### config.mk
export PLATFORM = sky130hd
export DESIGN_NAME = hex_scroll_display_flat
export DESIGN_NICKNAME = d
export VERILOG_FILES = /design/src/rtl/hex_scroll_display_if.sv /design/src/rtl/hex_scroll_display.sv /design/src/flat_wrapper.sv
export SDC_FILE = /design/constraint.sdc
export NUM_CORES = 1
export LEC_CHECK = 0
export ABC_AREA = 1
export BUFFER_PORTS_ARGS = -buffer_cell sky130_fd_sc_hd__clkbuf_2
export CAP_MARGIN = 15
export CELL_PAD_IN_SITES_DETAIL_PLACEMENT = 0
export CELL_PAD_IN_SITES_GLOBAL_PLACEMENT = 1
export CORE_MARGIN = 2
export CORE_UTILIZATION = 40
export CTS_BUF_LIST = sky130_fd_sc_hd__clkbuf_8
export DETAILED_ROUTE_END_ITERATION = 12
export PLACE_DENSITY_LB_ADDON = 0.1
export SLEW_MARGIN = 25
export SYNTH_ARGS = -nofsm -noshare
export SYNTH_HDL_FRONTEND = slang
export SYNTH_SLANG_ARGS = --single-unit
export TNS_END_PERCENT = 30
### constraint.sdc
create_clock -name clk -period 7.61 [get_ports clk]
set_clock_uncertainty 0.05 [all_clocks]
set_input_delay 0.3805 -clock clk [delete_from_list [all_inputs] [get_ports clk]]
set_output_delay 0.3805 -clock clk [all_outputs]
set_load 0.05 [all_outputs]
### src/rtl/hex_scroll_display_if.sv
// Host-side bundle of the message scroller: buffer writes, scroll control
// and the registered display outputs.
`timescale 1ns/1ps
interface hex_scroll_display_if #(
   parameter int NUM_DISP  = 4,
   parameter int MSG_DEPTH = 8
);
   localparam int AW = $clog2(MSG_DEPTH);
   localparam int LW = $clog2(MSG_DEPTH + 1);

   logic                    wr_en;
   logic [AW-1:0]           wr_addr;
   logic [4:0]              wr_data;
   logic [LW-1:0]           len;
   logic [1:0]              mode;
   logic                    run;
   logic                    step;
   logic [7*NUM_DISP-1:0]   HEX;
   logic [AW-1:0]           offset;
   logic                    tick;

   modport master (
      output wr_en,
      output wr_addr,
      output wr_data,
      output len,
      output mode,
      output run,
      output step,
      input  HEX,
      input  offset,
      input  tick
   );

   modport slave (
      input  wr_en,
      input  wr_addr,
      input  wr_data,
      input  len,
      input  mode,
      input  run,
      input  step,
      output HEX,
      output offset,
      output tick
   );
endinterface

### src/rtl/hex_scroll_display.sv
// Scrolls a NUM_DISP-wide window over a writable character buffer onto
// the seven-segment bank; left, right or bounce, auto-ticked or stepped.
`timescale 1ns/1ps
module hex_scroll_display #(
   parameter int TICK_CYCLES = 50000000,
   parameter int NUM_DISP    = 4,
   parameter int MSG_DEPTH   = 8
) (
   input logic                  clk,
   input logic                  rst,
   hex_scroll_display_if.slave  bus
);
   localparam int AW = $clog2(MSG_DEPTH);
   localparam int TW = $clog2(TICK_CYCLES);
   localparam int HW = 7 * NUM_DISP;

   localparam logic [0:0] DIR_L = 1'b0;
   localparam logic [0:0] DIR_R = 1'b1;

   logic [4:0]    mem [MSG_DEPTH];
   logic [TW-1:0] cnt;
   logic [AW-1:0] off_q;
   logic [AW-1:0] off_d;
   logic [0:0]    dir_q;
   logic [0:0]    dir_d;
   logic [HW-1:0] hex_q;
   logic [HW-1:0] hex_d;
   logic          tick_w;
   logic          adv;
   int            l_eff;

   function automatic logic [6:0] seg7(input logic [4:0] c);
      logic [6:0] s;
      unique case (c[3:0])
         4'h0: s = 7'h40;
         4'h1: s = 7'h79;
         4'h2: s = 7'h24;
         4'h3: s = 7'h30;
         4'h4: s = 7'h19;
         4'h5: s = 7'h12;
         4'h6: s = 7'h02;
         4'h7: s = 7'h78;
         4'h8: s = 7'h00;
         4'h9: s = 7'h18;
         4'hA: s = 7'h08;
         4'hB: s = 7'h03;
         4'hC: s = 7'h46;
         4'hD: s = 7'h21;
         4'hE: s = 7'h06;
         4'hF: s = 7'h0E;
      endcase
      return c[4] ? 7'h7F : s;
   endfunction

   always_comb begin
      l_eff = int'(bus.len);
      if (l_eff > MSG_DEPTH) begin
         l_eff = MSG_DEPTH;
      end
   end

   assign tick_w = bus.run && (cnt == TW'(TICK_CYCLES - 1));
   assign adv    = bus.run ? tick_w : bus.step;

   // Bounce walks toward M while dir is left (or when pinned at 0),
   // otherwise back toward 0; the flag flips on arrival at either end.
   always_comb begin
      int o;
      int m;
      int n;
      o     = int'(off_q);
      m     = l_eff - NUM_DISP;
      n     = o;
      off_d = off_q;
      dir_d = dir_q;
      if (o >= l_eff) begin
         off_d = '0;
      end else if (adv) begin
         unique case (bus.mode)
            2'b01: begin
               n = (o == 0) ? l_eff - 1 : o - 1;
            end
            2'b10: begin
               if (l_eff > NUM_DISP) begin
                  if (o > m) begin
                     n     = m;
                     dir_d = DIR_R;
                  end else if (o == 0 ||
                               (dir_q == DIR_L && o != m)) begin
                     n     = o + 1;
                     dir_d = (n == m) ? DIR_R : DIR_L;
                  end else begin
                     n     = o - 1;
                     dir_d = (n == 0) ? DIR_L : DIR_R;
                  end
               end
            end
            default: begin
               n = (o == l_eff - 1) ? 0 : o + 1;
            end
         endcase
         off_d = AW'(n);
      end
   end

   // A stale offset (len just shrank) renders from index 0 for one cycle.
   always_comb begin
      int idx;
      hex_d = '1;
      idx   = (int'(off_q) < l_eff) ? int'(off_q) : 0;
      if (l_eff != 0) begin
         for (int d = 0; d < NUM_DISP; d++) begin
            hex_d[HW-1-7*d -: 7] = seg7(mem[AW'(idx)]);
            idx = (idx == l_eff - 1) ? 0 : idx + 1;
         end
      end
   end

   always_ff @(posedge clk) begin
      if (rst) begin
         cnt   <= '0;
         off_q <= '0;
         dir_q <= DIR_L;
         hex_q <= '1;
         for (int i = 0; i < MSG_DEPTH; i++) begin
            mem[i] <= 5'h10;
         end
      end else begin
         if (!bus.run || tick_w) begin
            cnt <= '0;
         end else begin
            cnt <= cnt + TW'(1);
         end
         off_q <= off_d;
         dir_q <= dir_d;
         hex_q <= hex_d;
         if (bus.wr_en && int'(bus.wr_addr) < MSG_DEPTH) begin
            mem[bus.wr_addr] <= bus.wr_data;
         end
      end
   end

   assign bus.HEX    = hex_q;
   assign bus.offset = off_q;
   assign bus.tick   = tick_w;
endmodule

### src/flat_wrapper.sv
// flat-port wrapper written by rule: the top's interface ports become plain ports
module hex_scroll_display_flat 
#(
   parameter int TICK_CYCLES = 50000000,
   parameter int NUM_DISP    = 4,
   parameter int MSG_DEPTH   = 8
)
  (clk, rst, bus_wr_en, bus_wr_addr, bus_wr_data, bus_len, bus_mode, bus_run, bus_step, bus_HEX, bus_offset, bus_tick);
  hex_scroll_display_if #(.NUM_DISP(NUM_DISP), .MSG_DEPTH(MSG_DEPTH)) bus_i ();
  input logic clk;
  input logic rst;
  input wire logic [$bits(bus_i.wr_en)-1:0] bus_wr_en;
  input wire logic [$bits(bus_i.wr_addr)-1:0] bus_wr_addr;
  input wire logic [$bits(bus_i.wr_data)-1:0] bus_wr_data;
  input wire logic [$bits(bus_i.len)-1:0] bus_len;
  input wire logic [$bits(bus_i.mode)-1:0] bus_mode;
  input wire logic [$bits(bus_i.run)-1:0] bus_run;
  input wire logic [$bits(bus_i.step)-1:0] bus_step;
  output wire logic [$bits(bus_i.HEX)-1:0] bus_HEX;
  output wire logic [$bits(bus_i.offset)-1:0] bus_offset;
  output wire logic [$bits(bus_i.tick)-1:0] bus_tick;
  assign bus_i.wr_en = bus_wr_en;
  assign bus_i.wr_addr = bus_wr_addr;
  assign bus_i.wr_data = bus_wr_data;
  assign bus_i.len = bus_len;
  assign bus_i.mode = bus_mode;
  assign bus_i.run = bus_run;
  assign bus_i.step = bus_step;
  assign bus_HEX = bus_i.HEX;
  assign bus_offset = bus_i.offset;
  assign bus_tick = bus_i.tick;
  hex_scroll_display #(.TICK_CYCLES(TICK_CYCLES), .NUM_DISP(NUM_DISP), .MSG_DEPTH(MSG_DEPTH)) u_core (.clk(clk), .rst(rst), .bus(bus_i));
endmodule
==> summary.md, run 1 <==
| Metric | Value |
|---|---|
| Max Cap Viol | 0 |
| Final Max Tran Viols | 0 |
| # port buffers | 50 |
| Asr flop ratio synth | 0% |
| Worst-path fanout max | 39 |
| Die Area | 0.01818 mm2 |
| Post-place instance area | 0.007279 mm2 |
| Die Span Y | 134.8 um |
| Setup_tns | 0 ns |
| Initial antenna violation count | 0 |
| RePlAce Congestion | 0.9016 |
| Hold Path Stages | 2 |
| Area Growth Syn to Fin | 9.099% |
| Count of different cell masters after synthesis | 48 |
| Crit path max-delay cell type | dfxtp_1 |
| Critical path class | flop to flop |
| Synth Cell Area | 0.006848 mm2 |
| Cells after synthesis | 984 |
| R2R cell count | 29 |
| Core Rows | 47 |
| Crit share post-route | 80.27% |
| Global-route wire length before repair | 30.86 mm |
| CP required | 7.84 ns |
| Flops & latches, synth | 98 |
| Startpoint Class | flop |
| TritonRoute pass-1 iters | 6 |
| Routed wire length | 19.19 mm |
| Via/cell ratio | 5.258 |
| Setup violators final | 0 |
| Post-CTS setup buffer count | 0 |
| Prevailing post-synth register cell | dfxtp_1 |
| Slew HR | 40.78% |
| Core Area | 0.01664 mm2 |
| Net count of the finished layout | 1079 |
| Leakage | 3.286 nW |
| Yosys warning count | 0 |
| Final hold violations | 0 |
| Worst path arrival time | 6.34 ns |
| Antenna viol nets, final | 0 |
| # hold bufs at CTS | 0 |
| PwrDens | 269.1 mW/mm2 |
| Most frequent CP cell | nand2_1 |
| Initial Utilization | 41.15% |
| Vias | 6567 |
| Total track usage | 21.60% |
| Hold WC Path Type | primary input to flop |
| Total gr overflow | 0 |
| VDD IR-drop max | 0.1514 mV |
| Share of cells above drive strength 1 | 10.20% |
| Antenna cells | 0 |
| Worst-Skew Late Latency | 0.38 ns |
| Gates resized, CTS repair | 0 |
| Post-Syn Nets | 1039 |
| 1st-iter DRT viols | 499 |
| Clock transition at the registers of the reported paths | 0.10 ns |
| Worst-margin pin slew | 0.8805 ns |
| Final instance area | 0.007471 mm2 |
| CP max stage delay | 0.55 ns |
| RSZ-0062 raised after global routing | false |
| Die W | 134.8 um |
| Vias in the first global route | 5870 |
| H-tree Lvls | 3 |
| Root Buffer | clkbuf_8 |
| DRC viols | 0 |
| Io pins | 51 |
| Mean post-synth cell area | 6.959 um2 |
| Drt wl/cell | 15.36 um |
| CTS max path bufs | 2 |
| Max Clock Freq | 0.1637 GHz |
| Final min period | 6.109 ns |
| Cts bufs inserted | 9 |
| Sequential area share after synthesis | 34.50% |
| CP endpoint kind | flop |
| Pin count of the biggest net entering global routing | 42 |
| Placed wire-length estimate | 14.55 mm |
| EDFF count, synth | 40 |
| Status | completed |
| TritonCTS clock tree | yes |
| Clock sink count | 98 |
==> layout by cell type, fill, tap and decap left out, drive strengths merged, types with 5 or more instances in the layout <==
cell type,n
xor2,7
clkbuf,59
ha,36
nor2,98
a31oi,7
nand4,9
o221ai,8
nand3,92
nand2,242
inv,146
clkinv,5
a21oi,53
o21ai,86
o31ai,5
nor3,12
dfxtp,58
edfxtp,40
o211ai,27
==> report_power, final <==
part	switching, mW	internal (mW)	total (mW)
Clock	0.193	0.152	0.344
Combinational	0.731	0.293	1.02
Sequential	0.0366	0.605	0.642
==> cell type report <==
type	count	area (um2)
Tap cell	220	275.3
Clock buffer	9	123.9
Fill cell	1754	9171
Sequential cell	98	2362
Timing Repair Buffer	54	280.3
Clock inverter	7	67.56
Inverter	146	548.0
Multi-Input combinational cell	715	3814
==> final timing paths <==
kind,start,end,slack (ns)
min reg2reg,u_core.cnt[0],u_core.cnt[0],0.40
min,rst,u_core.dir_q,0.26
max reg2reg,u_core.bus.offset[0],u_core.bus.HEX[3],1.50
max,u_core.bus.offset[0],u_core.bus.HEX[3],1.50
==> synthesized netlist by cell type, types with 2 or more instances <==
master / number / area, um2
nand2_1: 226 / 848.3
nand3b_1: 2 / 15.01
inv_1: 137 / 514.2
a211oi_1: 2 / 15.01
buf_1: 3 / 11.26
nand3_1: 84 / 420.4
nor2_2: 2 / 12.51
nor4_1: 4 / 25.02
nand2_2: 13 / 81.33
o211ai_1: 27 / 202.7
o221ai_1: 8 / 70.07
xor2_1: 6 / 52.55
inv_2: 6 / 22.52
a32o_1: 3 / 30.03
o311ai_0: 2 / 17.52
o2111ai_2: 2 / 30.03
nand4_1: 9 / 56.30
edfxtp_1: 40 / 1201
nor2_1: 96 / 360.4
a31oi_1: 7 / 43.79
xnor2_1: 4 / 35.03
nand2_4: 3 / 33.78
ha_1: 36 / 450.4
o21ai_0: 84 / 420.4
clkinv_1: 3 / 11.26
buf_2: 6 / 30.03
nand3_4: 2 / 35.03
o31ai_1: 5 / 37.54
o21a_1: 4 / 30.03
nor3_1: 12 / 60.06
nand3_2: 6 / 60.06
dfxtp_1: 58 / 1161
clkbuf_1: 13 / 48.80
buf_6: 3 / 33.78
a21oi_1: 53 / 265.3
==> critical path, delay by kind of cell, from the launching register on <==
kind                     cells  cell delay, ns
buffers and inverters        9            1.95
adder cells (fa/ha/maj)      5            1.76
flip-flops                   1            0.55
AND/OR/NAND/NOR             15            1.66
==> routing by layer <==
metal	global-route usage, %	wire, um
met2	31.90	7935
met1	31.96	9450
met4	7.485	642
met5	0	0
met3	3.341	1160
==> flip-flops by register name (all words and copies together) (netlist names) <==
signal / count
u_core.bus.HEX: 28
u_core.cnt: 26
u_core.dir_q: 1
u_core.mem: 40
u_core.bus.offset: 3
==> kinds of logic after synthesis <==
| logic type | Yosys count | share of synthesized area, % |
|---|---|---|
| flip-flops | 98 | 34.50 |
| buffers and inverters | 171 | 9.812 |
| AO/OA/AOI/OAI | 205 | 17.89 |
| adder cells (fa/ha/maj) | 36 | 6.578 |
| XOR/XNOR | 11 | 1.517 |
| AND/OR/NAND/NOR | 463 | 29.71 |
==> per-stage QoR <==
step | std cells | hold slack (ns) | utilization (%) | setup slack, ns | total power, mW
6_report | 1249 | 0.2596 | 44.89 | 1.501 | 2.010
5_1_grt | 1249 | 0.2528 | 44.89 | 0.8324 | 2.180
4_1_cts | 1249 | 0.2512 | 44.89 | 1.616 | 2.015
3_5_place_dp | 1233 | 0.3853 | 43.74 | 1.635 | 1.668
3_3_place_gp | 1233 | 0.3803 | 43.74 | 1.767 | 1.685
2_1_floorplan | 984 | 0.3673 | - | 2.519 | 1.455
Power figures use the tool's default switching activity.
==> run 2, diff against run 1 <==
Clock period 7.61 ns to 6.25 ns, I/O delays scaled along.
==> summary.md, run 2 (synthesis results as in run 1) <==
| Metric | Value |
|---|---|
| Status | completed |
| Clock transition at the registers of the reported paths | 0.12 ns (+0.02 ns) |
| Reg-to-reg startpoint | u_core.bus.offset[0] |
| Worst r2r dst | u_core.bus.HEX[3] |
| R2R setup slack | 0.59 ns (-0.91 ns) |
| Vias in the first global route | 5880 (+0.17%) |
| Tot Pwr | 2.460 mW (+22%) |
| Worst-path fanout max | 41 (+5.1%) |
| Post-CTS setup buffer count | 0 (unchanged) |
| Crit share post-route | 90.62% (+10 points) |
| Most frequent cells in the layout | 226 x nand2_1, 137 x inv_1, 96 x nor2_1 |
| CP max stage delay | 0.59 ns (+0.04 ns) |
| VDD IR-drop max | 0.2117 mV (+40%) |
| Hold Path End | u_core.dir_q |
| CTS max path bufs | 2 (unchanged) |
| Root Buffer | clkbuf_8 |
| Antenna cells | 0 (unchanged) |
| Total track usage | 21.68% (+0.074 points) |
| CP endpoint kind | flop |
| # hold bufs at CTS | 0 (unchanged) |
| TritonCTS clock tree | yes |
| Routed wire length | 19.09 mm (-0.54%) |
| Antenna viol nets, final | 0 (unchanged) |
| Startpoint Class | flop |
| Worst-Skew Late Latency | 0.40 ns (+0.02 ns) |
| Worst-margin pin slew | 0.9090 ns (+0.02854 ns) |
| Critical path class | flop to flop |
| Drt wl/cell | 15.27 um (-0.62%) |
| Final hold violations | 0 (unchanged) |
| FF+latch area | 0.002362 mm2 (unchanged) |
| 1st-iter DRT viols | 555 (+11%) |
| Io pins | 51 (unchanged) |
| Total gr overflow | 0 (unchanged) |
| Initial antenna violation count | 0 (unchanged) |
| Fillers | 1718 (-2.1%) |
| Die W | 134.8 um (unchanged) |
| Slew HR | 38.86% (-1.9 points) |
| Post-place instance area | 0.007287 mm2 (+0.10%) |
| Max reg flops | 40 (unchanged) |
| H-tree Lvls | 3 (unchanged) |
| Final Max Tran Viols | 0 (unchanged) |
| Max Cap Viol | 0 (unchanged) |
| PwrDens | 328.2 mW/mm2 (+22%) |
| Pin count of the biggest net entering global routing | 42 (unchanged) |
| Hold Path Origin | rst |
| Share of cells above drive strength 1 | 10.58% (+0.38 points) |
| Worst path arrival time | 5.90 ns (-0.44 ns) |
| Initial Utilization | 41.15% (unchanged) |
| Core Area | 0.01664 mm2 (unchanged) |
| Max Clock Freq | 0.1766 GHz (+7.9%) |
| Die Span Y | 134.8 um (unchanged) |
| Setup_tns | 0 ns (unchanged) |
| Vias | 6583 (+0.24%) |
| Global-route wire length before repair | 31.07 mm (+0.67%) |
| PnR worst setup slack | 0.5863 ns (-0.9149 ns) |
| Pre-CTS setup slack | 0.6592 ns (-0.9763 ns) |
| Most frequent CP cell | nand2_1 |
| Net count of the finished layout | 1080 (+0.093%) |
| Non-filler cells, final | 1250 (+0.080%) |
| Area Growth Syn to Fin | 9.465% |
| Core Rows | 47 (unchanged) |
| DRC viols | 0 (unchanged) |
| Hold Path Stages | 2 (unchanged) |
| Area occupied by multi-input gates | 0.003814 mm2 (unchanged) |
| Final instance area | 0.007496 mm2 (+0.33%) |
| Most common cell after layout, fill and taps aside | nand2_1 |
| Clock sink count | 98 (unchanged) |
| CP required | 6.49 ns (-1.35 ns) |
| Die Area | 0.01818 mm2 (unchanged) |
| Via/cell ratio | 5.266 (+0.16%) |
| Placed insts | 1234 (+0.081%) |
| Cts bufs inserted | 9 (unchanged) |
| Hold WC Path Type | primary input to flop |
| RSZ-0062 raised after global routing | false |
| R2R cell count | 30 (+3.4%) |
| # port buffers | 50 (unchanged) |
| Placed wire-length estimate | 14.77 mm (+1.5%) |
| Leakage | 3.294 nW (+0.26%) |
| RePlAce Congestion | 0.9448 (+4.8%) |
| Crit path max-delay cell type | dfxtp_1 |
| Most flop-heavy register | u_core.mem |
| TritonRoute pass-1 iters | 5 (-1) |
| Setup violators final | 0 (unchanged) |
| Final min period | 5.664 ns (-0.4451 ns) |
[run 2: area by class of cell]
cell class	count	share of cell area [%]
inverters	146	7.361
clock buffers	9	1.652
repair buffers	55	3.839
clock inverters	7	1.085
multi-input cells	715	50.88
flip-flops and latches	98	31.51
well taps	220	3.672
[run 2: power breakdown]
group          internal, mW  switching, mW
sequential            0.737         0.0432
clock                 0.160          0.266
combinational         0.359          0.895
total                  1.26           1.20
[run 2: what timing repair did]
item | 4_1_cts | 5_1_grt
resized for setup | 0 | 1
endpoints found under the hold margin | 0 | 0
endpoints found under the setup margin | 0 | 1
[run 2: per-stage QoR]
| step | hold WS [ns] | utilization [%] |
|---|---|---|
| floorplan | 0.3349 | - |
| global placement | 0.3761 | 43.79 |
| detailed placement | 0.3834 | 43.79 |
| CTS | 0.1369 | 45.02 |
| global route | 0.1452 | 45.04 |
| finish | 0.1440 | 45.04 |
[run 2: worst max path at each step]
stage / start / end / depth (start not counted)
4_1_cts: u_core.bus.offset[0] / u_core.bus.HEX[3] / 30
3_3_place_gp: u_core.bus.offset[0] / u_core.bus.HEX[3] / 30
6_report: u_core.bus.offset[0] / u_core.bus.HEX[3] / 30
3_5_place_dp: u_core.bus.offset[0] / u_core.bus.HEX[3] / 30
2_1_floorplan: u_core.bus.offset[0] / u_core.bus.HEX[3] / 32
5_1_grt: u_core.bus.offset[0] / u_core.bus.HEX[3] / 30
[run 2: critical path: cells and delay by family, from the launching register on]
kind / cells / cell delay [ns]
AND/OR/NAND/NOR: 18 / 2.03
buffers and inverters: 8 / 1.52
adder cells (fa/ha/maj): 4 / 1.35
flip-flops: 1 / 0.59
[run 2: per-layer routing]
| layer | global-route usage (%) | up-vias | routed length [um] |
|---|---|---|---|
| met1 | 30.98 | 2953 | 8921 |
| met5 | 0 | - | 0 |
| met4 | 6.199 | 0 | 581 |
| li1 | - | 3367 | - |
| met2 | 33.36 | 215 | 8362 |
| met3 | 4.129 | 48 | 1220 |
